$ cat config.mk
export PLATFORM = sky130hd
export DESIGN_NAME = seq_multiplier
export DESIGN_NICKNAME = d
export VERILOG_FILES = /design/src/rtl/seq_multiplier_pkg.sv /design/src/rtl/seq_multiplier_adder.sv /design/src/rtl/seq_multiplier.sv
export SDC_FILE = /design/constraint.sdc
export NUM_CORES = 1
export LEC_CHECK = 0
export ABC_AREA = 0
export CAP_MARGIN = 15
export CORE_UTILIZATION = 45
export CTS_CLUSTER_DIAMETER = 50
export DETAILED_ROUTE_END_ITERATION = 7
export DONT_BUFFER_PORTS = 1
export PLACE_DENSITY = 0.72
export SYNTH_ARGS = -nofsm -noshare
export SYNTH_HDL_FRONTEND = slang
export SYNTH_SLANG_ARGS = --single-unit
$ cat constraint.sdc
create_clock -name clk -period 9.9 [get_ports clk]
set_input_delay 1.98 -clock clk [delete_from_list [all_inputs] [get_ports clk]]
set_output_delay 1.98 -clock clk [all_outputs]
set_load 0.01 [all_outputs]
$ cat src/rtl/seq_multiplier_pkg.sv
// Shared arithmetic definitions for the sequential multiplier: FSM state codes
// and a width-generic two's complement negate helper.
package seq_multiplier_pkg;

    localparam logic [1:0] S_IDLE = 2'd0;
    localparam logic [1:0] S_RUN  = 2'd1;
    localparam logic [1:0] S_DONE = 2'd2;

    // Widest value the helper handles; callers zero-extend in and truncate out.
    localparam int MAX_W = 64;

    // Returns -x when do_neg is set, x otherwise; a correct |x| or -x after
    // truncation to any width up to MAX_W.
    function automatic logic [MAX_W-1:0] cond_neg(input logic [MAX_W-1:0] x,
                                                  input logic             do_neg);
        if (do_neg)
            return ~x + MAX_W'(1);
        return x;
    endfunction

endpackage

$ cat src/rtl/seq_multiplier_adder.sv
// Ripple-carry adder, N bits wide, used for the accumulate step of the multiplier.
module adderNbit #(
    parameter int N = 16
) (
    input  logic [N-1:0] a,
    input  logic [N-1:0] b,
    input  logic         cin,
    output logic [N-1:0] sum,
    output logic         cout
);

    always_comb begin
        logic c;
        c    = cin;
        sum  = '0;
        for (int i = 0; i < N; i++) begin
            sum[i] = a[i] ^ b[i] ^ c;
            c      = (a[i] & b[i]) | (c & (a[i] ^ b[i]));
        end
        cout = c;
    end

endmodule

$ cat src/rtl/seq_multiplier.sv
// Sequential shift-add multiplier, W x W -> 2W, one multiplier bit per cycle,
// signed or unsigned per operation, valid/ready on both sides.
module seq_multiplier
    import seq_multiplier_pkg::*;
#(
    parameter int W     = 8,
    parameter int CNT_W = $clog2(W + 1)
) (
    input  logic           clk,
    input  logic           rst,
    input  logic           in_valid,
    output logic           in_ready,
    input  logic [W-1:0]   a,
    input  logic [W-1:0]   b,
    input  logic           is_signed,
    output logic           out_valid,
    input  logic           out_ready,
    output logic [2*W-1:0] p,
    output logic           busy
);

    logic [1:0]       state;
    logic [1:0]       state_nxt;
    logic [2*W-1:0]   acc;
    logic [2*W-1:0]   acc_nxt;
    logic [2*W-1:0]   pp;
    logic [W-1:0]     mcand;
    logic [W-1:0]     mplier;
    logic [CNT_W-1:0] cnt;
    logic [CNT_W-1:0] shamt;
    logic             neg;
    logic             cout_unused;
    logic signed [W-1:0] a_s;
    logic signed [W-1:0] b_s;

    assign a_s = $signed(a);
    assign b_s = $signed(b);

    // Partial product weight grows by one bit per iteration: W - cnt = 0 .. W-1.
    assign shamt = CNT_W'(W) - cnt;
    assign pp    = mplier[0] ? ({{W{1'b0}}, mcand} << shamt) : '0;

    adderNbit #(.N(2 * W)) u_acc_add (
        .a    (acc),
        .b    (pp),
        .cin  (1'b0),
        .sum  (acc_nxt),
        .cout (cout_unused)
    );

    always_comb begin
        state_nxt = state;
        case (state)
            S_IDLE:  if (in_valid) state_nxt = S_RUN;
            S_RUN:   if (cnt == CNT_W'(1)) state_nxt = S_DONE;
            S_DONE:  if (out_ready) state_nxt = S_IDLE;
            default: state_nxt = S_IDLE;
        endcase
    end

    always_ff @(posedge clk) begin
        if (rst) begin
            state     <= S_IDLE;
            acc       <= '0;
            mcand     <= '0;
            mplier    <= '0;
            cnt       <= '0;
            neg       <= 1'b0;
            p         <= '0;
            out_valid <= 1'b0;
        end else begin
            state <= state_nxt;
            case (state)
                S_IDLE: begin
                    if (in_valid) begin
                        // Magnitudes are multiplied unsigned; the sign is reapplied at the end.
                        mcand  <= W'(cond_neg(MAX_W'(a), is_signed & a_s[W-1]));
                        mplier <= W'(cond_neg(MAX_W'(b), is_signed & b_s[W-1]));
                        neg    <= is_signed & (a_s[W-1] ^ b_s[W-1]);
                        acc    <= '0;
                        cnt    <= CNT_W'(W);
                    end
                end
                S_RUN: begin
                    acc    <= acc_nxt;
                    mplier <= mplier >> 1;
                    cnt    <= cnt - CNT_W'(1);
                    if (cnt == CNT_W'(1)) begin
                        p         <= (2 * W)'(cond_neg(MAX_W'(acc_nxt), neg));
                        out_valid <= 1'b1;
                    end
                end
                S_DONE: begin
                    if (out_ready)
                        out_valid <= 1'b0;
                end
                default: ;
            endcase
        end
    end

    assign in_ready = (state == S_IDLE);
    assign busy     = (state != S_IDLE);

endmodule
==> flow_metrics.env, run 1 <==
export IMPL_yosysUniqueCellTypes=47
export IMPL_drt_iter0_markers=131
export IMPL_rsz0062_at_grt="no"
export IMPL_grtUsageTotal_pct=19.3
export IMPL_power_density_nw_per_um2=135
export IMPL_ioPinCount=40
export IMPL_grt_max_degree=57
export IMPL_p_int_mw=0.331
export IMPL_cts_buffers=5
export IMPL_finClkSkew_ps=13.6
export IMPL_die_y_um=90.4
export IMPL_cts_root_buffer_cell="clkbuf_8"
export IMPL_grt_pass1_vias=2837
export IMPL_clkPwrFrac_pct=25.9
export IMPL_hold_path_class="reg -> reg"
export IMPL_clk_pin_slew_ps=110
export IMPL_nets=449
export IMPL_yosysWarnings=0
export IMPL_avgRoutedWirePerCell_um=14.5
export IMPL_seqPwrFrac_pct=51.1
export IMPL_endpoint="p[15]$_SDFFE_PP0P_"
export IMPL_power_leakage_nw=1.32
export IMPL_gp_congestion=0.810
export IMPL_rr_worst_depth=24
export IMPL_min_period_over_period_pct=89.0
export IMPL_status="finished clean"
export IMPL_hpwlAfterDp_um=5390
export IMPL_gr_total_overflow=0
export IMPL_setup_viol=0
export IMPL_cts_resized_gates=0
export IMPL_antenna_found_initial=0
export IMPL_maxSlewHeadroom_pct=43.6
export IMPL_r2r_setup_slack_ps=1090
export IMPL_area_delta_synth_final_pct=3.78
export IMPL_p_switching_mw=0.160
export IMPL_crit_type="reg -> reg"
export IMPL_critPathLaunchType="flip-flop"
export IMPL_r2r_start="cnt[0]$_SDFFE_PP0P_"
export IMPL_startpoint="cnt[0]$_SDFFE_PP0P_"
export IMPL_ys_ff_latch=56
export IMPL_drv_cap=0
export IMPL_cts_tree="done"
export IMPL_switching_share_pct=32.5
export IMPL_fp_dieArea_um2=8160
export IMPL_yosysSeqAreaShare_pct=31.9
export IMPL_irDropWorstVdd_mv=0.0988
export IMPL_ant_nets=0
export IMPL_postCtsSetupRepairBufs=0
export IMPL_drt_vias_per_instance=5.66
export IMPL_netlist_area_um2=3510
export IMPL_vias=2872
export IMPL_clk_latency_ps=310
export IMPL_dp_slack_ps=1200
export IMPL_power_mw=0.491
export IMPL_combPwrFrac_pct=23.0
export IMPL_timing_fmax_mhz=113
export IMPL_hold_viol=0
export IMPL_crit_path_end_kind="flip-flop"
export IMPL_diodes=0
export IMPL_required_ps=10140
export IMPL_drc=0
export IMPL_worst_slew_pin_slew_ps=844
export IMPL_r2r_end="p[15]$_SDFFE_PP0P_"
export IMPL_cts_max_path_buffers=2
export IMPL_avgSynthCellArea_um2=8.27
export IMPL_final_max_slew_viol_count=0
export IMPL_tns_ps=0
export IMPL_synth_fp_nets=467
export IMPL_worstPathMaxFanout=18
export IMPL_htree_levels=2
export IMPL_numPortBuffers=0
export IMPL_timing_final_crit_period_ps=8810
export IMPL_whs_ps=491
export IMPL_rows=31
export IMPL_fin_ws_ps=1090
export IMPL_clock_sinks=56
export IMPL_layout_drive_gt1_share_pct=6.37
export IMPL_cts_hold_buffers_added=0
export IMPL_coreArea_um2=7410
export IMPL_arrival_ps=9060
export IMPL_firstDrtPassIters=4
export IMPL_dieWidth_um=90.4
export IMPL_routed_wl_um=7360
export IMPL_start_util_pct=47.4
export IMPL_netlist_instances=425
export IMPL_grt_pass1_wl_um=13000
[area by class of cell]
class / count / area (µm²)
fillers: 730 / 3760
multi-input cells: 329 / 2240
flip-flops and latches: 56 / 1120
well taps: 99 / 124
clock buffers: 5 / 68.8
inverters: 12 / 45.0
repair buffers: 3 / 30.0
clock inverters: 3 / 21.3
[critical path, cell delays in order, from the launching register on]
cell	delay [ps]
dfxtp_1	720
inv_1	260
ha_1	790
nor2_1	80
nand2_1	130
nor2_1	60
ha_1	190
fa_1	380
fa_1	410
fa_1	400
fa_1	400
fa_1	390
fa_1	390
fa_1	380
fa_1	400
fa_1	390
fa_1	380
fa_1	420
fa_1	410
fa_1	410
fa_1	500
o31ai_1	360
xor2_1	200
xnor2_1	90
a211oi_2	200
[how the worst min path moves through the flow]
| stage | start | end | slack (ps) | depth (start not counted) |
|---|---|---|---|---|
| after detailed placement | acc[0]$_SDFFE_PP0P_ | acc[0]$_SDFFE_PP0P_ | 480 | 2 |
| after global placement | acc[0]$_SDFFE_PP0P_ | acc[0]$_SDFFE_PP0P_ | 470 | 2 |
| after global routing | acc[0]$_SDFFE_PP0P_ | acc[0]$_SDFFE_PP0P_ | 520 | 2 |
| after floorplan | acc[0]$_SDFFE_PP0P_ | acc[0]$_SDFFE_PP0P_ | 450 | 2 |
| final | acc[0]$_SDFFE_PP0P_ | acc[0]$_SDFFE_PP0P_ | 490 | 2 |
| after CTS | acc[11]$_SDFFE_PP0P_ | acc[11]$_SDFFE_PP0P_ | 500 | 2 |
[Yosys cell counts (all sizes together)]
cell type / number / area share (%)
nand3: 25 / 3.7
xnor2: 9 / 2.5
a221oi: 3 / 0.75
a21oi: 34 / 4.8
nor4bb: 1 / 0.28
nand2b: 2 / 0.36
and3: 1 / 0.18
ha: 7 / 2.5
o31ai: 3 / 0.64
a32oi: 1 / 0.25
o21bai: 1 / 0.21
or4: 1 / 0.21
mux4: 2 / 1.3
mux2i: 12 / 3.4
inv: 12 / 1.3
buf: 8 / 1.1
or3: 4 / 0.71
a211oi: 18 / 4.0
nor2: 51 / 5.4
nor2b: 8 / 1.4
a22oi: 5 / 1.1
clkbuf: 20 / 2.1
xor2: 19 / 5.2
o21ai: 14 / 2.0
a41oi: 1 / 0.25
a21boi: 3 / 0.64
o22a: 1 / 0.25
nand3b: 3 / 0.64
a31oi: 7 / 1.2
fa: 14 / 8.0
dfxtp: 56 / 32
o41ai: 3 / 0.75
a311oi: 3 / 0.75
nor4: 4 / 0.89
o21a: 1 / 0.21
nand2: 47 / 5.0
and2: 1 / 0.18
mux2: 5 / 1.6
nor3: 15 / 2.3
[power by group through the flow]
stage | Sequential (mW) | Combinational (mW) | Clock, mW
6_report | 0.251 | 0.113 | 0.127
5_1_grt | 0.253 | 0.127 | 0.142
4_1_cts | 0.251 | 0.113 | 0.132
3_5_place_dp | 0.256 | 0.112 | 0
3_3_place_gp | 0.256 | 0.110 | 0
2_1_floorplan | 0.250 | 0.0990 | 0
[cell usage in the layout, fill, tap and decap left out, types with 7 or more instances in the layout]
cell type	n
a31oi_1	7
nor3_1	14
nand2_1	47
inv_1	12
nor2b_1	7
fa_1	14
mux2i_1	12
ha_1	7
xor2_1	17
nor2_1	51
a211oi_1	17
dfxtp_1	56
nand3_1	24
a21oi_1	34
xnor2_1	8
o21ai_0	14
[routing by layer]
metal	track usage (%)	part of all wire [%]	routed length, µm
met1	24.9	47	3490
met4	5.38	1.0	76
met5	0	0	0
met2	32.7	47	3490
met3	3.87	4.1	305
[sequential cells by signal (all words and copies together) (netlist names)]
name and flops:
acc 16, p 16, mcand 8, mplier 8, cnt 4, state 2
neg 1, out_valid 1
[cells by family (layout without fill, tap and decap cells)]
family | after synthesis | count (layout) | synth area share (%)
adders and majority gates | 21 | 21 | 10.5
muxes | 19 | 19 | 6.30
DFF | 56 | 56 | 31.9
buffers and inverters | 40 | 23 | 4.52
AOI/OAI and AO/OA | 98 | 98 | 17.8
xor gates and xnor gates | 28 | 28 | 7.62
and+or+nand+nor | 163 | 163 | 21.3
[stage by stage]
stage	cell area, µm²	util, %	instances
floorplan	3510	-	425
global placement	3540	47.8	498
detailed placement	3540	47.8	498
CTS	3630	49.0	506
global route	3650	49.2	507
finish	3650	49.2	507
No activity file was read; power rests on OpenSTA's default activity.
==> inputs of run 2 (changes only) <==
--- a/config.mk
+++ b/config.mk
@@ -6,7 +6,6 @@
 export NUM_CORES = 1
 export LEC_CHECK = 0
 export ABC_AREA = 0
-export CAP_MARGIN = 15
 export CORE_UTILIZATION = 45
 export CTS_CLUSTER_DIAMETER = 50
 export DETAILED_ROUTE_END_ITERATION = 7
==> run 2 against run 1 <==
Net effect:
- non-clock buffer count decreased by 1
- sequential share of layout area up 0.13 points
- critical path type unchanged
- via count is 0.28% higher
- die area unchanged
- routed wire length fell by 0.54%
- first-iteration DRC count shrank 3.1%
- clock power is essentially flat
- critical endpoint unchanged
- clock-buffer cell count stayed put
- core utilization shrank 0.20 points
- cell area fell by 0.41%
==> flow_metrics.env, run 2 (synthesized netlist as in run 1, its figures left out) <==
export IMPL_htree_levels=2
export IMPL_seqPwrFrac_pct=51.1
export IMPL_antenna_found_initial=0
export IMPL_cts_buffers=5
export IMPL_arrival_ps=9000
export IMPL_p_int_mw=0.331
export IMPL_rows=31
export IMPL_tns_ps=0
export IMPL_cts_tree="done"
export IMPL_worst_slew_pin_slew_ps=1150
export IMPL_maxSlewHeadroom_pct=23.2
export IMPL_clock_sinks=56
export IMPL_required_ps=10060
export IMPL_grtUsageTotal_pct=19.3
export IMPL_dr_max_layer_used="met4"
export IMPL_fp_dieArea_um2=8160
export IMPL_final_common_cell="dfxtp_1"
export IMPL_multi_input_area_um2=2240
export IMPL_start_util_pct=47.4
export IMPL_switching_share_pct=32.5
export IMPL_met3_length_um=334
export IMPL_cts_resized_gates=0
export IMPL_cts_hold_buffers_added=0
export IMPL_area_delta_synth_final_pct=3.35
export IMPL_ant_nets=0
export IMPL_timing_final_crit_period_ps=8840
export IMPL_status="finished clean"
export IMPL_dp_slack_ps=1200
export IMPL_postCtsSetupRepairBufs=0
export IMPL_reg_top3="acc (16), p (16)"
export IMPL_combPwrFrac_pct=22.9
export IMPL_wl_met2_um=3420
export IMPL_hpwlAfterDp_um=5390
export IMPL_m1WireLength_um=3470
export IMPL_whs_ps=490
export IMPL_critPathLaunchType="flip-flop"
export IMPL_grt_pass1_vias=2837
export IMPL_power_density_nw_per_um2=135
export IMPL_dieWidth_um=90.4
export IMPL_min_period_over_period_pct=89.3
export IMPL_gr_total_overflow=0
export IMPL_diodes=0
export IMPL_cts_root_buffer_cell="clkbuf_8"
export IMPL_finClkSkew_ps=14.3
export IMPL_cts_max_path_buffers=2
export IMPL_rsz0062_at_grt="no"
export IMPL_coreArea_um2=7410
export IMPL_die_y_um=90.4
export IMPL_grt_max_degree=57
export IMPL_setup_viol=0
export IMPL_routed_wl_um=7320
export IMPL_clk_latency_ps=310
export IMPL_p_switching_mw=0.160
export IMPL_hold_path_class="reg -> reg"
export IMPL_ioPinCount=40
export IMPL_vias=2880
export IMPL_crit_type="reg -> reg"
export IMPL_final_max_slew_viol_count=0
export IMPL_ff_latch_area_um2=1120
export IMPL_crit_path_end_kind="flip-flop"
export IMPL_power_leakage_nw=1.31
export IMPL_irDropWorstVdd_mv=0.0989
export IMPL_grt_pass1_wl_um=13000
export IMPL_numPortBuffers=0
export IMPL_clk_pin_slew_ps=110
export IMPL_avgRoutedWirePerCell_um=14.5
export IMPL_drt_vias_per_instance=5.69
export IMPL_firstDrtPassIters=4
export IMPL_hold_viol=0
export IMPL_fin_ws_ps=1060
export IMPL_worstPathMaxFanout=18
export IMPL_nets=448
export IMPL_utilization_pct=49.0
export IMPL_drt_iter0_markers=127
export IMPL_layout_drive_gt1_share_pct=6.14
export IMPL_final_cell_mix="dfxtp_1 (56), nor2_1 (51), nand2_1 (47)"
export IMPL_drc=0
export IMPL_fillers=731
export IMPL_timing_fmax_mhz=113
export IMPL_clkPwrFrac_pct=25.9
export IMPL_gp_congestion=0.810
export IMPL_drv_cap=0
[run 2: power by group through the flow]
stage	Sequential [mW]	Combinational (mW)	Clock (mW)
6_report	0.251	0.113	0.127
5_1_grt	0.253	0.127	0.142
4_1_cts	0.251	0.113	0.132
3_3_place_gp	0.256	0.110	0
2_1_floorplan	0.250	0.0990	0
3_5_place_dp	0.256	0.112	0
[run 2: area by class of cell]
| cell class | instances | share of cell area (%) |
|---|---|---|
| tap | 99 | 3.41 |
| multi-input combinational | 329 | 61.6 |
| timing repair buffer | 2 | 0.414 |
| clock inverter | 3 | 0.586 |
| clock buffer | 5 | 1.90 |
| inverter | 12 | 1.24 |
| sequential | 56 | 30.9 |
[run 2: final timing paths]
| path | startpoint | end | slack [ps] | cells past startpoint |
|---|---|---|---|---|
| worst min register to register | acc[0]$_SDFFE_PP0P_ | acc[0]$_SDFFE_PP0P_ | 490 | 2 |
| worst min-delay path | acc[0]$_SDFFE_PP0P_ | acc[0]$_SDFFE_PP0P_ | 490 | 2 |
| worst max-delay path | cnt[0]$_SDFFE_PP0P_ | p[15]$_SDFFE_PP0P_ | 1060 | 24 |
| worst max register to register | cnt[0]$_SDFFE_PP0P_ | p[15]$_SDFFE_PP0P_ | 1060 | 24 |
[run 2: routing by layer]
layer  track usage, %  vias to the layer above
met2             32.7                       70
met4             5.38                        0
met3             3.87                        9
met1             24.9                     1341
li1                 -                     1460
met5                0                        -
[run 2: per-stage QoR]
step | total power [mW] | cells | cell area, µm²
2_1_floorplan | 0.349 | 425 | 3510
3_3_place_gp | 0.366 | 498 | 3540
3_5_place_dp | 0.369 | 498 | 3540
4_1_cts | 0.496 | 506 | 3630
5_1_grt | 0.522 | 506 | 3630
6_report | 0.491 | 506 | 3630
[run 2: worst max-delay path: stages (launching register included)]
cell      delay, ps
dfxtp_1         720
inv_1           260
ha_1            790
nor2_1           90
nand2_1         140
nor2_1           60
ha_1            190
fa_1            380
fa_1            410
fa_1            400
fa_1            400
fa_1            390
fa_1            390
fa_1            380
fa_1            400
fa_1            390
fa_1            380
fa_1            420
fa_1            410
fa_1            410
fa_1            500
o31ai_1         360
xor2_1          200
xnor2_1         150
a211oi_2         80
==> inputs of run 3 (changes only) <==
--- a/config.mk
+++ b/config.mk
@@ -5,12 +5,11 @@
 export SDC_FILE = /design/constraint.sdc
 export NUM_CORES = 1
 export LEC_CHECK = 0
-export ABC_AREA = 0
-export CORE_UTILIZATION = 45
+export CORE_UTILIZATION = 43
 export CTS_CLUSTER_DIAMETER = 50
 export DETAILED_ROUTE_END_ITERATION = 7
 export DONT_BUFFER_PORTS = 1
-export PLACE_DENSITY = 0.72
+export PLACE_DENSITY = 0.7
 export SYNTH_ARGS = -nofsm -noshare
 export SYNTH_HDL_FRONTEND = slang
 export SYNTH_SLANG_ARGS = --single-unit
==> constraint.sdc (replaced) <==
create_clock -name clk -period 9.9 [get_ports clk]
set_input_delay 1.98 -clock clk [delete_from_list [all_inputs] [get_ports clk]]
set_output_delay 1.98 -clock clk [all_outputs]
set_load 0.02 [all_outputs]
==> run 3 against run 2 <==
Net effect:
- setup slack gained 25 ps
- routed wire length is essentially flat
- first-iteration DRC count grew 7.1%
- fmax grew 0.28%
- global-route usage shrank 1.1 points
- core utilization shrank 2.1 points
- non-clock buffer count is the same
- critical path type unchanged
- largest cell class unchanged
==> flow_metrics.env, run 3 (synthesized netlist as in run 1, its figures left out) <==
export IMPL_status="finished clean"
export IMPL_die_y_um=92.4
export IMPL_final_cell_mix="dfxtp_1 (56), nor2_1 (51), nand2_1 (47)"
export IMPL_cts_max_path_buffers=2
export IMPL_cts_root_buffer_cell="clkbuf_8"
export IMPL_r2r_setup_slack_ps=1080
export IMPL_grt_pass1_vias=2804
export IMPL_utilization_pct=47.0
export IMPL_worst_slew_pin_slew_ps=1140
export IMPL_final_common_cell="dfxtp_1"
export IMPL_fin_ws_ps=1080
export IMPL_maxSlewHeadroom_pct=23.9
export IMPL_power_mw=0.524
export IMPL_grtUsageTotal_pct=18.1
export IMPL_drt_iter0_markers=136
export IMPL_final_max_slew_viol_count=0
export IMPL_antenna_found_initial=0
export IMPL_gp_congestion=0.895
export IMPL_rows=32
export IMPL_routed_wl_um=7330
export IMPL_setup_viol=0
export IMPL_htree_levels=2
export IMPL_diodes=0
export IMPL_worstPathMaxFanout=18
export IMPL_cts_tree="done"
export IMPL_start_util_pct=45.0
export IMPL_finClkSkew_ps=11.4
export IMPL_dp_slack_ps=1170
export IMPL_nets=448
export IMPL_clk_latency_ps=310
export IMPL_min_period_over_period_pct=89.1
export IMPL_hold_path_class="reg -> reg"
export IMPL_r2r_end="p[15]$_SDFFE_PP0P_"
export IMPL_dieWidth_um=92.4
export IMPL_cts_buffers=5
export IMPL_rsz0062_at_grt="no"
export IMPL_fp_dieArea_um2=8540
export IMPL_postCtsSetupRepairBufs=0
export IMPL_vias=2878
export IMPL_irDropWorstVdd_mv=0.0721
export IMPL_cts_resized_gates=0
export IMPL_clk_pin_slew_ps=100
export IMPL_timing_fmax_mhz=113
export IMPL_drv_cap=0
export IMPL_drc=0
export IMPL_power_leakage_nw=1.33
export IMPL_endpoint="p[15]$_SDFFE_PP0P_"
export IMPL_arrival_ps=8980
export IMPL_hpwlAfterDp_um=5400
export IMPL_cts_hold_buffers_added=0
export IMPL_ioPinCount=40
export IMPL_r2r_start="cnt[0]$_SDFFE_PP0P_"
export IMPL_crit_type="reg -> reg"
export IMPL_avgRoutedWirePerCell_um=14.4
export IMPL_numPortBuffers=0
export IMPL_rr_worst_depth=24
export IMPL_grt_pass1_wl_um=12600
export IMPL_tns_ps=0
export IMPL_coreArea_um2=7810
export IMPL_startpoint="cnt[0]$_SDFFE_PP0P_"
export IMPL_layout_drive_gt1_share_pct=6.14
export IMPL_ant_nets=0
export IMPL_critPathLaunchType="flip-flop"
export IMPL_drt_vias_per_instance=5.65
export IMPL_reg_top3="acc (16), p (16)"
export IMPL_grt_max_degree=57
export IMPL_area_delta_synth_final_pct=4.34
export IMPL_hold_viol=0
export IMPL_gr_total_overflow=0
export IMPL_firstDrtPassIters=4
export IMPL_required_ps=10060
export IMPL_power_density_nw_per_um2=143
export IMPL_timing_final_crit_period_ps=8820
export IMPL_clock_sinks=56
export IMPL_crit_path_end_kind="flip-flop"
run 3: final cells by class:
type                       count  area [µm²]
fill                         768        4140
multi-input combinational    329        2240
sequential                    56        1120
tap                          102         128
clock buffer                   6        82.6
inverter                      12        45.0
clock inverter                 2        38.8
timing repair buffer           2        15.0
run 3: power breakdown:
group | leakage [nW] | switching, mW | internal (mW)
sequential | 0.456 | 0.0167 | 0.236
combinational | 0.810 | 0.0680 | 0.0445
clock | 0.0614 | 0.0756 | 0.0828
total | 1.33 | 0.160 | 0.364
run 3: stage by stage:
step / instances / hold WS [ps] / area [µm²]
after floorplan: 425 / 452 / 3510
after global placement: 501 / 469 / 3540
after detailed placement: 501 / 472 / 3540
after CTS: 509 / 487 / 3670
after global routing: 509 / 512 / 3670
final: 509 / 483 / 3670
run 3: metal layers:
metal	track usage [%]	part of all wire [%]	vias to the layer above
li1	-	-	1452
met1	23.4	47	1359
met2	31.2	49	60
met3	3.61	3.7	7
met4	3.78	0.70	0
met5	0	0	-
run 3: how the worst min path moves through the flow:
stage / from / endpoint / cells past startpoint
after detailed placement: acc[0]$_SDFFE_PP0P_ / acc[0]$_SDFFE_PP0P_ / 2
after global placement: acc[0]$_SDFFE_PP0P_ / acc[0]$_SDFFE_PP0P_ / 2
after floorplan: acc[0]$_SDFFE_PP0P_ / acc[0]$_SDFFE_PP0P_ / 2
final: acc[0]$_SDFFE_PP0P_ / acc[0]$_SDFFE_PP0P_ / 2
after global routing: acc[0]$_SDFFE_PP0P_ / acc[0]$_SDFFE_PP0P_ / 2
after CTS: acc[0]$_SDFFE_PP0P_ / acc[0]$_SDFFE_PP0P_ / 2
run 3: worst max-delay path, cell delays in order, from the launching register on:
cell and delay (ps):
dfxtp_1 720, inv_1 270, ha_1 790, nor2_1 90, nand2_1 130, nor2_1 60, ha_1 190, fa_1 380
fa_1 410, fa_1 400, fa_1 390, fa_1 390, fa_1 390, fa_1 400, fa_1 410, fa_1 400
fa_1 400, fa_1 410, fa_1 400, fa_1 390, fa_1 500, o31ai_1 300, xor2_1 200, xnor2_1 150
a211oi_2 80
